===== config.mk =====
export PLATFORM = sky130hd
export DESIGN_NAME = clock_display_scheduler_flat
export DESIGN_NICKNAME = d
export VERILOG_FILES = /design/src/rtl/clock_display_scheduler_if.sv /design/src/rtl/clock_display_scheduler.sv /design/src/flat_wrapper.sv
export SDC_FILE = /design/constraint.sdc
export NUM_CORES = 1
export LEC_CHECK = 0
export BUFFER_PORTS_ARGS = -buffer_cell sky130_fd_sc_hd__buf_4
export CAP_MARGIN = 5
export CORE_ASPECT_RATIO = 0.7
export CORE_MARGIN = 8
export CORE_UTILIZATION = 40
export DETAILED_ROUTE_END_ITERATION = 10
export SLEW_MARGIN = 0
export SYNTH_ARGS = -nofsm -noshare
export SYNTH_HDL_FRONTEND = slang
export SYNTH_SLANG_ARGS = --single-unit

===== constraint.sdc =====
create_clock -name CLK -period 5.9 [get_ports CLK]
set_input_delay 0.59 -clock CLK [delete_from_list [all_inputs] [get_ports CLK]]
set_output_delay 0.59 -clock CLK [all_outputs]
set_load 0.01 [all_outputs]

===== src/rtl/clock_display_scheduler_if.sv =====
// Time-load handshake bundle for clock_display_scheduler.
// The master side (host) requests a load; the slave side (scheduler)
// answers with set_ready and reports rejected loads on set_err.
interface clock_display_scheduler_if;
    logic       set_valid;
    logic [4:0] set_hour;
    logic [5:0] set_min;
    logic       set_ready;
    logic       set_err;

    modport master (
        output set_valid,
        output set_hour,
        output set_min,
        input  set_ready,
        input  set_err
    );

    modport slave (
        input  set_valid,
        input  set_hour,
        input  set_min,
        output set_ready,
        output set_err
    );
endinterface


===== src/rtl/clock_display_scheduler.sv =====
// Clock display scheduler: keeps hh:mm:ss time advanced by a 1 Hz tick,
// accepts time loads over a ready/valid handshake, multiplexes four BCD
// digits onto a scanned display and flags the New Year countdown/rollover.
// Every output comes straight from a flop.
module clock_display_scheduler #(
    parameter int unsigned SCAN_DIV = 4
) (
    input  logic                            CLK,
    input  logic                            RST,
    input  logic                            tick_1hz,
    input  logic                            ny_day,
    clock_display_scheduler_if.slave        set_if,
    output logic [3:0]                      digit_out,
    output logic [3:0]                      digit_sel,
    output logic                            second_digit,
    output logic                            ny_countdown,
    output logic                            new_year
);

    localparam int unsigned     CNT_W    = (SCAN_DIV > 1) ? $clog2(SCAN_DIV) : 1;
    localparam logic [CNT_W-1:0] CNT_LAST = CNT_W'(SCAN_DIV - 1);

    typedef enum logic [1:0] {
        ST_IDLE = 2'd0,
        ST_LOAD = 2'd1,
        ST_HOLD = 2'd2
    } state_t;

    // Binary 0..59 to packed BCD {tens, ones}; hours reuse it zero-extended.
    function automatic logic [7:0] to_bcd(input logic [5:0] bin);
        logic [3:0] tens;
        logic [5:0] sub;
        if (bin >= 6'd50) begin
            tens = 4'd5;
            sub  = 6'd50;
        end else if (bin >= 6'd40) begin
            tens = 4'd4;
            sub  = 6'd40;
        end else if (bin >= 6'd30) begin
            tens = 4'd3;
            sub  = 6'd30;
        end else if (bin >= 6'd20) begin
            tens = 4'd2;
            sub  = 6'd20;
        end else if (bin >= 6'd10) begin
            tens = 4'd1;
            sub  = 6'd10;
        end else begin
            tens = 4'd0;
            sub  = 6'd0;
        end
        return {tens, 4'(bin - sub)};
    endfunction

    // ------------------------------------------------------------------
    // State and output flops
    // ------------------------------------------------------------------
    state_t            state_q,        state_d;
    logic [4:0]        hour_q,         hour_d;
    logic [5:0]        min_q,          min_d;
    logic [5:0]        sec_q,          sec_d;
    logic [4:0]        ld_hour_q,      ld_hour_d;
    logic [5:0]        ld_min_q,       ld_min_d;
    logic [CNT_W-1:0]  scan_cnt_q,     scan_cnt_d;
    logic [3:0]        digit_sel_q,    digit_sel_d;
    logic [3:0]        digit_out_q,    digit_out_d;
    logic              second_digit_q, second_digit_d;
    logic              ny_countdown_q, ny_countdown_d;
    logic              new_year_q,     new_year_d;
    logic              set_ready_q,    set_ready_d;
    logic              set_err_q,      set_err_d;

    // Combinational helpers
    logic              accept_s;
    logic              tick_apply_s;
    logic              ld_ok_s;
    logic              rollover_s;
    logic              scan_wrap_s;
    logic [7:0]        min_bcd_s;
    logic [7:0]        hour_bcd_s;

    // Handshake acceptance, tick gating and load range check
    always_comb begin
        accept_s     = (state_q == ST_IDLE) && set_ready_q && set_if.set_valid;
        // The LOAD cycle owns the time registers, so a tick landing there is lost.
        tick_apply_s = tick_1hz && (state_q != ST_LOAD);
        ld_ok_s      = (ld_hour_q <= 5'd23) && (ld_min_q <= 6'd59);
        rollover_s   = tick_apply_s && (hour_q == 5'd23) && (min_q == 6'd59)
                       && (sec_q == 6'd59);
    end

    // Load FSM next state, operand capture and the set_ready/set_err outputs
    always_comb begin
        state_d   = state_q;
        ld_hour_d = ld_hour_q;
        ld_min_d  = ld_min_q;
        set_err_d = 1'b0;
        case (state_q)
            ST_IDLE: begin
                if (accept_s) begin
                    state_d   = ST_LOAD;
                    // Operands are frozen here; later bus changes are ignored.
                    ld_hour_d = set_if.set_hour;
                    ld_min_d  = set_if.set_min;
                end else begin
                    state_d   = ST_IDLE;
                end
            end
            ST_LOAD: begin
                state_d = ST_HOLD;
                if (ld_ok_s) begin
                    set_err_d = 1'b0;
                end else begin
                    set_err_d = 1'b1;
                end
            end
            ST_HOLD: begin
                if (set_if.set_valid) begin
                    state_d = ST_HOLD;
                end else begin
                    state_d = ST_IDLE;
                end
            end
            default: begin
                state_d = ST_IDLE;
            end
        endcase
        set_ready_d = (state_d == ST_IDLE);
    end

    // Timekeeping: a valid load overwrites hh:mm and zeroes seconds, otherwise ticks count
    always_comb begin
        hour_d = hour_q;
        min_d  = min_q;
        sec_d  = sec_q;
        if ((state_q == ST_LOAD) && ld_ok_s) begin
            hour_d = ld_hour_q;
            min_d  = ld_min_q;
            sec_d  = 6'd0;
        end else if (tick_apply_s) begin
            if (sec_q == 6'd59) begin
                sec_d = 6'd0;
                if (min_q == 6'd59) begin
                    min_d = 6'd0;
                    if (hour_q == 5'd23) begin
                        hour_d = 5'd0;
                    end else begin
                        hour_d = hour_q + 5'd1;
                    end
                end else begin
                    min_d = min_q + 6'd1;
                end
            end else begin
                sec_d = sec_q + 6'd1;
            end
        end else begin
            hour_d = hour_q;
            min_d  = min_q;
            sec_d  = sec_q;
        end
    end

    // New Year flags: countdown follows the current time one cycle late, rollover pulses once
    always_comb begin
        ny_countdown_d = ny_day && (hour_q == 5'd23) && (min_q >= 6'd50);
        new_year_d     = rollover_s && ny_day;
    end

    // Free-running digit scan and the digit shown at the selected position
    always_comb begin
        scan_wrap_s = (scan_cnt_q == CNT_LAST);
        if (scan_wrap_s) begin
            scan_cnt_d  = '0;
            digit_sel_d = {digit_sel_q[2:0], digit_sel_q[3]};
        end else begin
            scan_cnt_d  = scan_cnt_q + CNT_W'(1);
            digit_sel_d = digit_sel_q;
        end
        second_digit_d = digit_sel_d[0];

        // Digits follow the time that will be held next to them in the same cycle.
        min_bcd_s  = to_bcd(min_d);
        hour_bcd_s = to_bcd({1'b0, hour_d});
        case (digit_sel_d)
            4'b0001: digit_out_d = min_bcd_s[3:0];
            4'b0010: digit_out_d = ny_countdown_d ? 4'd0 : min_bcd_s[7:4];
            4'b0100: digit_out_d = ny_countdown_d ? 4'd0 : hour_bcd_s[3:0];
            4'b1000: digit_out_d = ny_countdown_d ? 4'd0 : hour_bcd_s[7:4];
            default: digit_out_d = 4'd0;
        endcase
    end

    // Register all state and outputs; RST forces the power-on values
    always_ff @(posedge CLK) begin
        if (RST) begin
            state_q        <= ST_IDLE;
            hour_q         <= 5'd0;
            min_q          <= 6'd0;
            sec_q          <= 6'd0;
            ld_hour_q      <= 5'd0;
            ld_min_q       <= 6'd0;
            scan_cnt_q     <= '0;
            digit_sel_q    <= 4'b0001;
            digit_out_q    <= 4'd0;
            second_digit_q <= 1'b1;
            ny_countdown_q <= 1'b0;
            new_year_q     <= 1'b0;
            set_ready_q    <= 1'b0;
            set_err_q      <= 1'b0;
        end else begin
            state_q        <= state_d;
            hour_q         <= hour_d;
            min_q          <= min_d;
            sec_q          <= sec_d;
            ld_hour_q      <= ld_hour_d;
            ld_min_q       <= ld_min_d;
            scan_cnt_q     <= scan_cnt_d;
            digit_sel_q    <= digit_sel_d;
            digit_out_q    <= digit_out_d;
            second_digit_q <= second_digit_d;
            ny_countdown_q <= ny_countdown_d;
            new_year_q     <= new_year_d;
            set_ready_q    <= set_ready_d;
            set_err_q      <= set_err_d;
        end
    end

    assign digit_out        = digit_out_q;
    assign digit_sel        = digit_sel_q;
    assign second_digit     = second_digit_q;
    assign ny_countdown     = ny_countdown_q;
    assign new_year         = new_year_q;
    assign set_if.set_ready = set_ready_q;
    assign set_if.set_err   = set_err_q;

endmodule

===== src/flat_wrapper.sv =====
// flat-port wrapper written by rule: the top's interface ports become plain ports
module clock_display_scheduler_flat 
#(
    parameter int unsigned SCAN_DIV = 4
)
  (CLK, RST, tick_1hz, ny_day, digit_out, digit_sel, second_digit, ny_countdown, new_year, set_if_set_valid, set_if_set_hour, set_if_set_min, set_if_set_ready, set_if_set_err);
  clock_display_scheduler_if set_if_i ();
  input  logic CLK;
  input  logic RST;
  input  logic tick_1hz;
  input  logic ny_day;
  output logic [3:0] digit_out;
  output logic [3:0] digit_sel;
  output logic second_digit;
  output logic ny_countdown;
  output logic new_year;
  input wire logic [$bits(set_if_i.set_valid)-1:0] set_if_set_valid;
  input wire logic [$bits(set_if_i.set_hour)-1:0] set_if_set_hour;
  input wire logic [$bits(set_if_i.set_min)-1:0] set_if_set_min;
  output wire logic [$bits(set_if_i.set_ready)-1:0] set_if_set_ready;
  output wire logic [$bits(set_if_i.set_err)-1:0] set_if_set_err;
  assign set_if_i.set_valid = set_if_set_valid;
  assign set_if_i.set_hour = set_if_set_hour;
  assign set_if_i.set_min = set_if_set_min;
  assign set_if_set_ready = set_if_i.set_ready;
  assign set_if_set_err = set_if_i.set_err;
  clock_display_scheduler #(.SCAN_DIV(SCAN_DIV)) u_core (.CLK(CLK), .RST(RST), .tick_1hz(tick_1hz), .ny_day(ny_day), .set_if(set_if_i), .digit_out(digit_out), .digit_sel(digit_sel), .second_digit(second_digit), .ny_countdown(ny_countdown), .new_year(new_year));
endmodule

# Word level (Yosys, flattened, before mapping)

Cells that the tools add are included.

Word-level logic and storage cells: 101
Bits in registers: 45

Eq/ne operators: 11
Add/sub/neg operators: 6
Multiplexer cells: 39
Magnitude comparators: 13
Bitwise operators: 1
Reduce and logical (&&, ||, !) cells: 17

Operators by type and width:

| kind                | number |
|---|---|
| $mux 4              | 22 |
| $mux 6              | 5 |
| $mux 5              | 5 |
| $ge 6x6->1 const B  | 3 |
| $pmux 4 s4          | 1 |
| $add 6x1->6 const B | 2 |
| $eq 6x6->1 const B  | 2 |
| $ge 5x6->1 const B  | 2 |
| $ge 6x5->1 const B  | 2 |
| $logic_and 1x1->1   | 11 |
| $ge 5x5->1 const B  | 2 |
| $sub 4x4->4         | 2 |
| $ge 6x4->1 const B  | 1 |
| $le 6x6->1 const B  | 1 |
| $pmux 2 s3          | 1 |
| $reduce_or 2->1     | 3 |
| $add 5x1->5 const B | 1 |
| $eq 5x5->1 const B  | 1 |
| $ge 5x4->1 const B  | 1 |
| $le 5x5->1 const B  | 1 |
| $eq 2x2->1 const B  | 2 |
| $eq 4x1->1 const B  | 1 |
| $eq 4x2->1 const B  | 1 |
| $eq 4x3->1 const B  | 1 |
| 9 further kinds     | 13 |

# Longest topological paths before layout

Gate-level depths: netlist (run 1).

Depth after elaboration: 15
Depth in mapped cells: 15

# Worst setup path before layout (run 1)

Ideal clock, no wire load.

Path kind: reg-to-reg
Start point: register u_core.sec_q[0]
End point: register u_core.digit_out_q[3] (netlist: u_core.digit_out[3])
Data required time: 5838 ps
Clock period less this slack: 3504 ps
Arrival: 3442 ps
Cell stages (with the launch flop): 15
Setup slack: 2396 ps
Path through: dfxtp_1 ha_1 and4b_1 nand3_2 o31a_1 o211ai_2 nand2_1 nor4_1 nor3_1 ha_1 fa_1 xnor2_1 nor3b_1 or4b_1 nand3_1

Word-level cells in the longest chain between the ends: 13

Ends and longest elaborated chain:

| element                  | line                           | text |
|---|---|---|
| start: declaration       | clock_display_scheduler.sv:61  | `logic [5:0] sec_q, sec_d;` |
| start signal: assignment | clock_display_scheduler.sv:199 | `sec_q <= 6'd0;` |
| start signal: assignment | clock_display_scheduler.sv:214 | `sec_q <= sec_d;` |
| $eq 6x6->1 *             | clock_display_scheduler.sv:141 | `if (sec_q == 6'd59) begin` |
| $mux 5                   | clock_display_scheduler.sv:141 |  |
| $mux 5                   | clock_display_scheduler.sv:140 | `end else if (tick_apply_s) begin` |
| $mux 5                   | clock_display_scheduler.sv:136 | `if ((state_q == ST_LOAD) && ld_ok_s) begin` |
| $ge 5x4->1               | clock_display_scheduler.sv:45  | `end else if (bin >= 6'd10) begin` |
| $mux 4                   | clock_display_scheduler.sv:45  |  |
| $mux 4                   | clock_display_scheduler.sv:42  | `end else if (bin >= 6'd20) begin` |
| $mux 4                   | clock_display_scheduler.sv:39  | `end else if (bin >= 6'd30) begin` |
| $mux 4                   | clock_display_scheduler.sv:36  | `end else if (bin >= 6'd40) begin` |
| $mux 4                   | clock_display_scheduler.sv:33  | `if (bin >= 6'd50) begin` |
| $sub 4x4->4              | clock_display_scheduler.sv:52  | `return {tens, 4'(bin - sub)};` |
| $mux 4                   | clock_display_scheduler.sv:187 | `4'b0100: digit_out_d = ny_countdown_d ? 4'd0 : hour_bcd_s[3:0];` |
| $pmux 4 s4 *             | clock_display_scheduler.sv:184 | `case (digit_sel_d)` |
| end signal: assignment   | clock_display_scheduler.sv:219 | `digit_out_q <= digit_out_d;` |
| end: declaration         | clock_display_scheduler.sv:66  | `logic [3:0] digit_out_q, digit_out_d;` |

Every way passes the cells marked *; elsewhere a longest branch is shown, timed or not.
A chain may end at the register's enable or synchronous reset.

# Final worst setup path (run 1)

Start point: register u_core.state_q[0]
End point: register u_core.digit_out_q[3] (netlist: u_core.digit_out[3])

Word-level cells in the longest chain between the ends: 13

Ends and longest elaborated chain:

| element                  | line                           | text |
|---|---|---|
| start: declaration       | clock_display_scheduler.sv:58  | `state_t state_q, state_d;` |
| start signal: assignment | clock_display_scheduler.sv:211 | `state_q <= state_d;` |
| $ne 2x1->1               | clock_display_scheduler.sv:86  | `tick_apply_s = tick_1hz && (state_q != ST_LOAD);` |
| $logic_and 1x1->1        | clock_display_scheduler.sv:86  |  |
| $mux 5                   | clock_display_scheduler.sv:140 |  |
| $mux 5                   | clock_display_scheduler.sv:136 |  |
| $ge 5x4->1               | clock_display_scheduler.sv:45  |  |
| $mux 4                   | clock_display_scheduler.sv:45  |  |
| $mux 4                   | clock_display_scheduler.sv:42  |  |
| $mux 4                   | clock_display_scheduler.sv:39  |  |
| $mux 4                   | clock_display_scheduler.sv:36  |  |
| $mux 4                   | clock_display_scheduler.sv:33  |  |
| $sub 4x4->4              | clock_display_scheduler.sv:52  |  |
| $mux 4                   | clock_display_scheduler.sv:187 |  |
| $pmux 4 s4 *             | clock_display_scheduler.sv:184 |  |

Marks and branches as above.

==> results by group, run 1 <==
Timing
  • Share of the cycle needed by the critical path after routing: 0.7133
  • Worst Setup Slack, final: 1.691 ns
  • F_max: 0.2376 GHz
  • Final total negative setup slack: 0 ns
  • Max-slew violation count: 0
  • Max-Slew Margin vs Limit: 0.5537
  • Final setup violation count: 0
  • Worst Skew: 0.003489 ns
  • Unrepaired setup endpoints after global routing: false
  • Transition time at the pin with the least slew margin: 0.6680 ns
  • Minimum period implied by the final worst setup slack: 4.209 ns
  • Hold violation count in the final report: 0

Clocking
  • Post-cts sizing count: 0
  • Maximum clock insertion buffer count: 2
  • H-tree depth: 2
  • Clock tree root driver cell: clkbuf_8
  • Source-to-sink clock delay at the later pin of the worst-skew pair: 0.29 ns
  • Number of buffers created by CTS: 5
  • Clock tree from TritonCTS: yes
  • Post-CTS Setup Bufs: 0
  • Clock Sink Count: 44
  • Reg clk slew, reported paths: 0.08 ns
  • CTS Hold Buffers Added: 0

Cells and area
  • Inserted Diodes: 0
  • Number of fillers in the final layout: 623
  • Share of layout cells above drive strength 1: 0.1543
  • Post-Layout Inst Area: 0.002910 mm2
  • Multi-input combinational cell area: 0.001558 mm2
  • Storage element area: 880.8 um2
  • Top library cells by usage in the layout, fill and taps aside: nand2_1 (49), dfxtp_1 (44), a21oi_1 (30)
  • Most common library cell in the layout ignoring fill and taps: nand2_1
  • Relative area change from synthesis to final layout: 13.91%
  • Finished Layout Cells: 415
  • Net count of the finished layout: 361

Yosys
  • Number of distinct library cells after synthesis: 66
  • YS warnings: 0
  • #FFs+latches synth: 44
  • Cell area after synthesis: 0.002555 mm2
  • Synth top area cells: dfxtp_1 (34%), nand2_1 (7.2%), a21oi_1 (5.9%)
  • Post-synth EDFFs: 0
  • Synthesized area per cell: 8.085 um2
  • Largest area contributor in the synthesized netlist: dfxtp_1
  • Area share of the largest cell type after synthesis: 0.3448
  • Synthesized netlist net count: 341
  • Share of synthesized area occupied by flip-flops and latches: 0.3448
  • Async set-or-reset flop fraction in the synthesized netlist: 0
  • Main synth FF type: dfxtp_1
  • Post-Syn Instances: 316

Floorplan
  • Area of the core: 0.006216 mm2
  • Row count: 24
  • Area of the die: 0.009242 mm2
  • Width of the die: 111.5 um
  • Boundary Pins: 29
  • Die H: 82.87 um
  • Initial Utilization: 0.4110

GRT
  • Via count of the first global-routing pass: 2191
  • Global-route wire length before repair: 10.90 mm
  • Total track usage: 0.1414
  • Number of antenna violations at the first check in global routing: 0
  • Pin count of the biggest net entering global routing: 41
  • GRT overflow: 0

Power and ir drop
  • Reg power frac: 0.480
  • Power per unit of standard cell area: 231.5 mW/mm2
  • Net switching power: 169.1 uW
  • Internal power: 504.7 uW
  • Share of power burned in the clock network: 0.372
  • Switching Share: 0.2510
  • Max IR drop VDD: 118.0 uV
  • Static leakage: 0.001124 uW
  • Combinational Power Share: 0.147

Place
  • DP Area: 0.002784 mm2
  • Number of placed cells counting well taps: 407
  • Post-Place Setup Slack: 1.733 ns
  • Port Buf Inserts: 28
  • Detail Placement HPWL: 4.760 mm
  • Placer Congestion: 0.8575

Route
  • Final antenna-violating net count: 0
  • Routed len/inst: 15.40 um
  • WL final: 6.390 mm
  • Post-DR vias/cell: 5.508
  • Drt initial violations: 118
  • Detailed-routing iteration count for the pre-antenna-repair pass: 4
  • Remaining DRCs: 0
  • Count of vias placed by the detailed router: 2286

Critical path
  • Critical Path Sink Type: register
  • Critical-path top delay cell: nor2b_1
  • Endpoint arrival time on the critical path: 4.45 ns
  • Delay-heaviest family, CP: simple AND/OR/NAND/NOR gates
  • Required time at the endpoint of the critical path: 6.14 ns
  • Crit Path Max Fanout: 16
  • Crit path cell chain: nor2b_1 -> nand3_2 -> and4_1 -> nor3_2 -> nor2_1 -> nor4_1 -> nor3_1 -> ha_1 -> fa_1 -> xnor2_1 -> nor3b_1 -> or4b_1 -> nand3_1
  • Critical Path Source Type: register
  • Class of the most critical setup path: reg2reg
  • Critical Path Max Stage Delay: 0.56 ns
  • Worst Path Buf+Inv: 0

Status
  • Result of the run: finished clean

Flow run
  • # Max-Cap Violations: 0

Min path
  • Path type of the worst min-delay path: reg2reg
==> path summary, 6_finish.rpt <==
path,startpoint,depth (start not counted),end,slack [ns]
hold reg to reg,u_core.scan_cnt_q[0],1,u_core.scan_cnt_q[0],0.44
hold / removal,u_core.scan_cnt_q[0],1,u_core.scan_cnt_q[0],0.44
setup / recovery,u_core.state_q[0],13,u_core.digit_out[3],1.69
setup reg to reg,u_core.state_q[0],13,u_core.digit_out[3],1.69
==> through the flow <==
stage            util  total power [uW]  hold slack [ns]
2_1_floorplan       -             396.8           0.4084
3_3_place_gp   0.4479             428.4           0.4230
3_5_place_dp   0.4479             429.1           0.4225
4_1_cts        0.4682             681.9           0.4394
5_1_grt        0.4682             711.9           0.4862
6_report       0.4682             673.8           0.4367
==> cell usage after synthesis (all sizes together) (6+ instances only) <==
master / count
a21oi: 30
a31oi: 6
dfxtp: 44
nand3: 11
nor3: 18
o21ai: 12
nor2: 27
nand2: 49
and3: 8
inv: 10
ha: 7
or3: 7
buf: 10
==> sequential cells by signal, summed over array words and instances, names as in the netlist, 2 cells and up <==
| name | count |
|---|---|
| u_core.digit_out | 4 |
| u_core.digit_sel | 4 |
| u_core.hour_q | 5 |
| u_core.ld_hour_q | 5 |
| u_core.ld_min_q | 6 |
| u_core.min_q | 6 |
| u_core.scan_cnt_q | 2 |
| u_core.sec_q | 6 |
| u_core.state_q | 2 |
==> metal layers <==
layer | routed length [um] | vias up | GRT usage
met3 | 228 | 6 | 0.03324
met2 | 2641 | 33 | 0.2024
met1 | 3463 | 1064 | 0.2038
li1 | - | 1183 | -
met5 | 0 | - | 0
met4 | 57 | 0 | 0.03956
==> power by group through the flow <==
| stage | clock network (uW) | logic, uW | registers [uW] |
|---|---|---|---|
| 3_5_place_dp | 0 | 98.8 | 330 |
| 5_1_grt | 273 | 113 | 326 |
| 2_1_floorplan | 0 | 68.9 | 328 |
| 4_1_cts | 259 | 99.6 | 323 |
| 3_3_place_gp | 0 | 98.2 | 330 |
| 6_report | 251 | 99.3 | 324 |
==> cell families after synthesis <==
logic type | share of synthesized area
muxes | 0.01518
buffers and inverters | 0.04554
DFF | 0.3448
and+or+nand+nor | 0.3183
adders and majority gates | 0.05436
xor gates and xnor gates | 0.01029
AOI/OAI and AO/OA | 0.2116
==> final cells by class <==
type                            instances  share of cell area
Multi-Input combinational cell        247              0.5353
Sequential cell                        44              0.3027
Timing Repair Buffer                   28             0.07223
Tap cell                               78             0.03353
Clock buffer                            7             0.03310
Inverter                               10             0.01290
Clock inverter                          1             0.01032
No activity file was read; power rests on OpenSTA's default activity.
==> run 2, diff against run 1 <==
--- a/config.mk
+++ b/config.mk
@@ -5,6 +5,7 @@
 export SDC_FILE = /design/constraint.sdc
 export NUM_CORES = 1
 export LEC_CHECK = 0
+export ABC_AREA = 1
 export BUFFER_PORTS_ARGS = -buffer_cell sky130_fd_sc_hd__buf_4
 export CAP_MARGIN = 5
 export CORE_ASPECT_RATIO = 0.7
==> constraint.sdc (replaced) <==
create_clock -name CLK -period 4 [get_ports CLK]
set_input_delay 0.4 -clock CLK [delete_from_list [all_inputs] [get_ports CLK]]
set_output_delay 0.4 -clock CLK [all_outputs]
set_load 0.01 [all_outputs]
==> results by group, run 2 <==
Status
  • Result of the run: finished clean (unchanged)

Clocking
  • Maximum clock insertion buffer count: 2 (unchanged)
  • Clock tree root driver cell: clkbuf_8 (unchanged)
  • Reg clk slew, reported paths: 0.08 ns (about the same)
  • CTS Hold Buffers Added: 0 (unchanged)
  • Number of buffers created by CTS: 5 (unchanged)
  • Post-cts sizing count: 0 (unchanged)
  • Source-to-sink clock delay at the later pin of the worst-skew pair: 0.30 ns (was 0.29 ns)
  • Post-CTS Setup Bufs: 0 (unchanged)
  • H-tree depth: 2 (unchanged)
  • Clock tree from TritonCTS: yes (unchanged)
  • Clock Sink Count: 44 (unchanged)

Critical path
  • Endpoint arrival time on the critical path: 3.50 ns (was 4.45 ns)
  • Crit Path Max Fanout: 6 (was 16)
  • Worst setup path end: u_core.digit_out[3] (unchanged)
  • Critical-path top delay cell: dfxtp_1 (was nor2b_1)
  • Critical Path Source Type: register (unchanged)
  • Critical Path Sink Type: register (unchanged)
  • Worst Path Buf+Inv: 4 (was 0)
  • Worst Reg2Reg Path Length in Cells: 20 (was 13)
  • Critical Path Max Stage Delay: 0.38 ns (was 0.56 ns)
  • Class of the most critical setup path: reg2reg (unchanged)
  • Launching instance or port of the critical path: u_core.sec_q[0] (was u_core.state_q[0])
  • Crit path cell chain: ha_1 -> nand3_2 -> nor2_4 -> nand3_2 -> o21bai_1 -> nand2_1 -> o21ai_2 -> inv_1 -> nor2_1 -> inv_1 -> nand2_1 -> nand2_2 -> ha_1 -> fa_1 -> inv_1 -> xor2_1 -> inv_1 -> nand3_1 -> nand3_1 -> a21oi_1 (was nor2b_1 -> nand3_2 -> and4_1 -> nor3_2 -> nor2_1 -> nor4_1 -> nor3_1 -> ha_1 -> fa_1 -> xnor2_1 -> nor3b_1 -> or4b_1 -> nand3_1)
  • Reg2reg setup slack: 0.73 ns (was 1.69 ns)
  • Total stage count of the critical path: 20 (was 13)
  • Worst flop-to-flop path startpoint: u_core.sec_q[0] (was u_core.state_q[0])
  • Worst flop-to-flop path endpoint: u_core.digit_out[3] (unchanged)
  • Required time at the endpoint of the critical path: 4.24 ns (was 6.14 ns)
  • Delay-heaviest family, CP: simple AND/OR/NAND/NOR gates (unchanged)
  • Most Frequent Cell on Critical Path: inv_1

Min path
  • Path type of the worst min-delay path: in2reg (was reg2reg)

Power and ir drop
  • Static leakage: 0.001268 uW (was 0.001124 uW)
  • Power per unit of standard cell area: 330.0 mW/mm2 (was 231.5 mW/mm2)
  • Share of power burned in the clock network: 0.341 (was 0.372)
  • Internal power: 656.9 uW (was 504.7 uW)
  • Switching Share: 0.2662 (was 0.2510)
  • Total Power: 895.2 uW (was 673.8 uW)
  • Reg power frac: 0.523 (was 0.480)
  • Combinational Power Share: 0.136 (was 0.147)
  • Net switching power: 238.4 uW (was 169.1 uW)
  • Max IR drop VDD: 174.0 uV (was 118.0 uV)

Route
  • Count of vias placed by the detailed router: 2152 (was 2286)
  • Detailed-routing iteration count for the pre-antenna-repair pass: 4 (unchanged)
  • WL final: 5.556 mm (was 6.390 mm)
  • Routed len/inst: 12.60 um (was 15.40 um)
  • Drt initial violations: 150 (was 118)
  • Final antenna-violating net count: 0 (unchanged)
  • Remaining DRCs: 0 (unchanged)
  • Post-DR vias/cell: 4.880 (was 5.508)

GRT
  • Global-route wire length before repair: 9.225 mm (was 10.90 mm)
  • Pin count of the biggest net entering global routing: 26 (was 41)
  • GRT overflow: 0 (unchanged)
  • Via count of the first global-routing pass: 1894 (was 2191)
  • Number of antenna violations at the first check in global routing: 0 (unchanged)
  • Total track usage: 0.1349 (was 0.1414)

Timing
  • Share of the cycle needed by the critical path after routing: 0.8166 (was 0.7133)
  • Transition time at the pin with the least slew margin: 0.7501 ns (was 0.6680 ns)
  • Max-slew violation count: 0 (unchanged)
  • Final setup violation count: 0 (unchanged)
  • Worst Skew: 0.004203 ns (was 0.003489 ns)
  • Final total negative setup slack: 0 ns (unchanged)
  • Max-Slew Margin vs Limit: 0.4953 (was 0.5537)
  • Minimum period implied by the final worst setup slack: 3.266 ns (was 4.209 ns)
  • Hold violation count in the final report: 0 (unchanged)
  • F_max: 0.3062 GHz (was 0.2376 GHz)
  • Unrepaired setup endpoints after global routing: false (unchanged)

Floorplan
  • Width of the die: 107.6 um (was 111.5 um)
  • Die H: 80.09 um (was 82.87 um)
  • Boundary Pins: 29 (unchanged)
  • Initial Utilization: 0.4119 (was 0.4110)
  • Area of the core: 0.005698 mm2 (was 0.006216 mm2)
  • Row count: 23 (was 24)
  • Area of the die: 0.008614 mm2 (was 0.009242 mm2)

Cells and area
  • Number of fillers in the final layout: 585 (was 623)
  • Inserted Diodes: 0 (unchanged)
  • Net count of the finished layout: 391 (was 361)
  • Share of layout cells above drive strength 1: 0.1721 (was 0.1543)
  • Largest registers: u_core.ld_min_q: 6 flops, u_core.min_q: 6 flops, u_core.sec_q: 6 flops (unchanged)
  • Most common library cell in the layout ignoring fill and taps: nand2_1 (unchanged)
  • Top library cells by usage in the layout, fill and taps aside: nand2_1 (84), inv_1 (45), dfxtp_1 (44) (was nand2_1 (49), dfxtp_1 (44), a21oi_1 (30))
  • Relative area change from synthesis to final layout: 15.56% (was 13.91%)

Flow run
  • # Max-Cap Violations: 0 (unchanged)

Yosys
  • YS warnings: 0 (unchanged)
  • Area share of the largest cell type after synthesis: 0.3753 (was 0.3448)
  • Async set-or-reset flop fraction in the synthesized netlist: 0 (unchanged)
  • Number of distinct library cells after synthesis: 34 (was 66)
  • Largest area contributor in the synthesized netlist: dfxtp_1 (unchanged)
  • #FFs+latches synth: 44 (unchanged)
  • Leading cell type by number of instances after synthesis: nand2_1 (unchanged)
  • Synth top cells by count: nand2_1 (84), inv_1 (45), dfxtp_1 (44) (was nand2_1 (49), dfxtp_1 (44), a21oi_1 (30))
  • Synthesized area per cell: 6.924 um2 (was 8.085 um2)
  • Main synth FF type: dfxtp_1 (unchanged)
  • Synthesized netlist net count: 364 (was 341)
  • Post-Syn Instances: 339 (was 316)
  • Synth top area cells: dfxtp_1 (38%), nand2_1 (13%), inv_1 (7.2%) (was dfxtp_1 (34%), nand2_1 (7.2%), a21oi_1 (5.9%))
  • Share of synthesized area occupied by flip-flops and latches: 0.3753 (was 0.3448)
  • Post-synth EDFFs: 0 (unchanged)
  • Cell area after synthesis: 0.002347 mm2 (was 0.002555 mm2)

Place
  • Detail Placement HPWL: 4.273 mm (was 4.760 mm)
  • Port Buf Inserts: 28 (unchanged)
  • Placer Congestion: 0.8510 (was 0.8575)
-- run 2: cell count changes in the layout (fill, tap and decap cells not counted), sizes merged, moves of 7 or more --
cell | previous run | this run
and3 | 8 | 0
nand2 | 49 | 89
inv | 10 | 51
nor2 | 27 | 46
a21oi | 30 | 13
or3 | 7 | 0
nand3 | 11 | 32
nor3 | 18 | 6
-- run 2: worst register-to-register path, cell delays in order (launching register included) --
cell	delay, ns
dfxtp_1	0.38
ha_1	0.23
nand3_2	0.14
nor2_4	0.22
nand3_2	0.15
o21bai_1	0.19
nand2_1	0.09
o21ai_2	0.11
inv_1	0.09
nor2_1	0.18
inv_1	0.06
nand2_1	0.08
nand2_2	0.06
ha_1	0.21
fa_1	0.36
inv_1	0.08
xor2_1	0.20
inv_1	0.07
nand3_1	0.08
nand3_1	0.07
a21oi_1	0.14
-- run 2: final cells by class --
type / instances / area [um2] / area share
multi-input cells: 236 / 1240 / 0.4571
clock buffers: 7 / 96.34 / 0.03552
flip-flops and latches: 44 / 880.8 / 0.3247
repair buffers: 28 / 210.2 / 0.07749
well taps: 75 / 93.84 / 0.03459
inverters: 51 / 191.4 / 0.07057
-- run 2: metrics by stage --
stage	util	worst slack [ns]	instance area, um2	instances	hold slack (ns)
after floorplan	-	1.258	2347	339	0.4084
after global placement	0.4592	0.8299	2616	434	0.4230
after detailed placement	0.4592	0.8220	2616	434	0.4263
after CTS	0.4761	0.7664	2713	441	0.2708
after global routing	0.4761	0.4232	2713	441	0.2831
final	0.4761	0.7337	2713	441	0.2804
-- run 2: how the worst min path moves through the flow --
stage,start,end,cells after the start
finish,set_if_set_hour[1],u_core.ld_hour_q[1],3
global route,set_if_set_min[3],u_core.ld_min_q[3],3
CTS,set_if_set_hour[1],u_core.ld_hour_q[1],3
detailed placement,u_core.scan_cnt_q[0],u_core.scan_cnt_q[0],1
global placement,u_core.scan_cnt_q[0],u_core.scan_cnt_q[0],1
floorplan,u_core.scan_cnt_q[0],u_core.scan_cnt_q[0],1
-- run 2: cells by family (layout without fill, tap and decap cells) --
group                    Yosys count  after routing  synth area share
buffers and inverters             59             86           0.09648
AO/OA/AOI/OAI                     36             36           0.09115
XOR/XNOR                           5              5           0.01866
AND/OR/NAND/NOR                  186            186            0.3641
flip-flops                        44             44            0.3753
adder cells (fa/ha/maj)            9              9           0.05437
-- run 2: power groups by stage --
stage               registers (uW)  logic, uW  clock network, uW
floorplan                      478       80.8                  0
global placement               478        121                  0
detailed placement             479        122                  0
CTS                            468        123                317
global route                   471        138                335
finish                         468        122                305
-- run 2: metal layers --
layer / GRT usage / up-vias / routed length, um
met2: 0.1815 / 56 / 2219
met1: 0.1977 / 964 / 2958
met3: 0.03197 / 7 / 309
met4: 0.05517 / 0 / 70
li1: - / 1125 / -
met5: 0 / - / 0
==> run 3, diff against run 2 <==
--- a/config.mk
+++ b/config.mk
@@ -5,7 +5,7 @@
 export SDC_FILE = /design/constraint.sdc
 export NUM_CORES = 1
 export LEC_CHECK = 0
-export ABC_AREA = 1
+export ABC_AREA = 0
 export BUFFER_PORTS_ARGS = -buffer_cell sky130_fd_sc_hd__buf_4
 export CAP_MARGIN = 5
 export CORE_ASPECT_RATIO = 0.7
==> constraint.sdc (replaced) <==
create_clock -name CLK -period 2.7 [get_ports CLK]
set_input_delay 0.27 -clock CLK [delete_from_list [all_inputs] [get_ports CLK]]
set_output_delay 0.27 -clock CLK [all_outputs]
set_load 0.01 [all_outputs]
==> results by group, run 3 (same netlist as run 1, synthesis figures left out) <==
Timing
  • Hold violation count in the final report: 0 (unchanged)
  • Transition time at the pin with the least slew margin: 0.4465 ns (was 0.7501 ns)
  • Worst Setup Slack, final: -0.6929 ns (was 0.7337 ns)
  • Unrepaired setup endpoints after global routing: true (was false)
  • Share of the cycle needed by the critical path after routing: 1.257 (was 0.8166)
  • Final setup violation count: 3 (was 0)
  • Max-slew violation count: 0 (unchanged)
  • Max-Slew Margin vs Limit: 0.7014 (was 0.4953)
  • Final total negative setup slack: -1.181 ns (was 0 ns)
  • Worst Skew: 0.006854 ns (was 0.004203 ns)
  • F_max: 0.2947 GHz (was 0.3062 GHz)
  • Minimum period implied by the final worst setup slack: 3.393 ns (was 3.266 ns)

Cells and area
  • Most common library cell in the layout ignoring fill and taps: buf_4 (was nand2_1)
  • Largest registers: u_core.ld_min_q: 6 flops, u_core.min_q: 6 flops, u_core.sec_q: 6 flops (unchanged)
  • Inserted Diodes: 0 (unchanged)
  • Finished Layout Cells: 493 (was 441)
  • Post-Layout Inst Area: 0.003638 mm2 (was 0.002713 mm2)
  • Top library cells by usage in the layout, fill and taps aside: buf_4 (105), nand2_1 (48), dfxtp_1 (41) (was nand2_1 (84), inv_1 (45), dfxtp_1 (44))
  • Relative area change from synthesis to final layout: 42.41% (was 15.56%)
  • Net count of the finished layout: 439 (was 391)
  • Share of layout cells above drive strength 1: 0.3783 (was 0.1721)

Route
  • Post-DR vias/cell: 5.454 (was 4.880)
  • Remaining DRCs: 0 (unchanged)
  • Final antenna-violating net count: 0 (unchanged)
  • Count of vias placed by the detailed router: 2689 (was 2152)
  • Detailed-routing iteration count for the pre-antenna-repair pass: 4 (unchanged)
  • Drt initial violations: 128 (was 150)
  • WL final: 7.574 mm (was 5.556 mm)
  • Routed len/inst: 15.36 um (was 12.60 um)

GRT
  • Total track usage: 0.1604 (was 0.1349)
  • GRT overflow: 0 (unchanged)
  • Global-route wire length before repair: 12.36 mm (was 9.225 mm)
  • Number of antenna violations at the first check in global routing: 0 (unchanged)
  • Pin count of the biggest net entering global routing: 41 (was 26)
  • Via count of the first global-routing pass: 2554 (was 1894)

Clocking
  • Clock tree from TritonCTS: yes (unchanged)
  • Source-to-sink clock delay at the later pin of the worst-skew pair: 0.31 ns (was 0.30 ns)
  • Clock tree root driver cell: clkbuf_8 (unchanged)
  • Clock Sink Count: 44 (unchanged)
  • CTS Hold Buffers Added: 0 (unchanged)
  • Reg clk slew, reported paths: 0.09 ns (was 0.08 ns)
  • Number of buffers created by CTS: 5 (unchanged)
  • Maximum clock insertion buffer count: 2 (unchanged)
  • H-tree depth: 2 (unchanged)

Critical path
  • Required time at the endpoint of the critical path: 2.96 ns (was 4.24 ns)
  • Critical Path Source Type: register (unchanged)
  • Class of the most critical setup path: reg2reg (unchanged)
  • Critical Path Sink Type: register (unchanged)
  • Crit Path Max Fanout: 3 (was 6)
  • Endpoint arrival time on the critical path: 3.65 ns (was 3.50 ns)

Power and ir drop
  • Internal power: 1042 uW (was 656.9 uW)
  • Total Power: 1472 uW (was 895.2 uW)
  • Power per unit of standard cell area: 404.5 mW/mm2 (was 330.0 mW/mm2)
  • Net switching power: 429.6 uW (was 238.4 uW)
  • Reg power frac: 0.478 (was 0.523)
  • Max IR drop VDD: 210.4 uV (was 174.0 uV)
  • Switching Share: 0.2919 (was 0.2662)
  • Static leakage: 0.001556 uW (was 0.001268 uW)
  • Share of power burned in the clock network: 0.315 (was 0.341)
  • Combinational Power Share: 0.208 (was 0.136)

Place
  • DP Area: 0.003344 mm2 (was 0.002616 mm2)
  • Detail Placement HPWL: 5.571 mm (was 4.273 mm)
  • Number of placed cells counting well taps: 475 (was 434)
  • Port Buf Inserts: 28 (unchanged)
  • Placer Congestion: 0.8947 (was 0.8510)

Flow run
  • # Max-Cap Violations: 0 (unchanged)

Floorplan
  • Area of the die: 0.009242 mm2 (was 0.008614 mm2)
  • Die H: 82.87 um (was 80.09 um)
  • Boundary Pins: 29 (unchanged)
  • Area of the core: 0.006216 mm2 (was 0.005698 mm2)
  • Row count: 24 (was 23)
  • Initial Utilization: 0.4110 (was 0.4119)
  • Width of the die: 111.5 um (was 107.6 um)

Status
  • Failing checks: negative setup slack
  • Result of the run: complete, but fails checks (was finished clean)

Min path
  • Path type of the worst min-delay path: in2reg (unchanged)
-- run 3: cell count changes in the layout (fill, tap and decap cells not counted), sizes merged, moves of 17 or more --
cell	before	now
nand3	32	11
nor2	46	27
nand2	89	49
buf	28	106
inv	51	10
a21oi	13	30
-- run 3: area by class of cell --
type / instances / area, um2
clock buffers: 6 / 82.58
clock inverters: 2 / 15.01
fillers: 567 / 2577
inverters: 10 / 37.54
multi-input cells: 247 / 1722
flip-flops and latches: 44 / 884.6
well taps: 78 / 97.59
repair buffers: 106 / 799.5
-- run 3: power groups by stage --
stage	sequential (uW)	combinational, uW	clock (uW)
final	703	306	463
after global routing	707	338	496
after floorplan	718	155	0
after global placement	716	272	0
after CTS	702	287	464
after detailed placement	717	276	0
-- run 3: layer usage --
metal | wire [um] | track usage | up-vias | share of wire
li1 | - | - | 1339 | -
met1 | 3995 | 0.2271 | 1293 | 0.53
met2 | 3272 | 0.2397 | 49 | 0.43
met3 | 234 | 0.03540 | 8 | 0.031
met4 | 72 | 0.03832 | 0 | 0.0095
met5 | 0 | 0 | - | 0
-- run 3: repair_timing --
action,4_1_cts,5_1_grt
endpoints found under the hold margin,0,0
gates resized for setup,8,15
pin swaps,5,12
setup endpoints to repair,4,4
buffers inserted,1,9
-- run 3: final timing paths --
kind / from / to / slack, ns / depth (start not counted)
worst max-delay path: u_core.sec_q[1] / u_core.digit_out[3] / -0.69 / 15
worst min-delay path: set_if_set_hour[2] / u_core.ld_hour_q[2] / 0.20 / 3
worst max register to register: u_core.sec_q[1] / u_core.digit_out[3] / -0.69 / 15
worst min register to register: u_core.scan_cnt_q[0] / u_core.scan_cnt_q[0] / 0.43 / 1
-- run 3: critical path, stage by stage (launching register included) --
cell      delay, ns
dfxtp_2        0.36
ha_4           0.16
and4b_1        0.23
nand3_2        0.11
buf_4          0.15
nor4_2         0.29
o211ai_2       0.17
a211oi_2       0.24
o211a_1        0.20
nor3_2         0.05
ha_2           0.18
fa_2           0.35
xnor2_2        0.14
nor3b_2        0.17
or4b_1         0.45
nand3_1        0.09
-- run 3: metrics by stage --
| stage | utilization | hold WS [ns] | setup slack [ns] |
|---|---|---|---|
| after CTS | 0.5630 | 0.1985 | -0.6429 |
| after floorplan | - | 0.4057 | -0.5503 |
| final | 0.5853 | 0.2014 | -0.6929 |
| after detailed placement | 0.5380 | 0.4233 | -0.6835 |
| after global routing | 0.5853 | 0.1949 | -0.8395 |
| after global placement | 0.5380 | 0.4161 | -0.5709 |
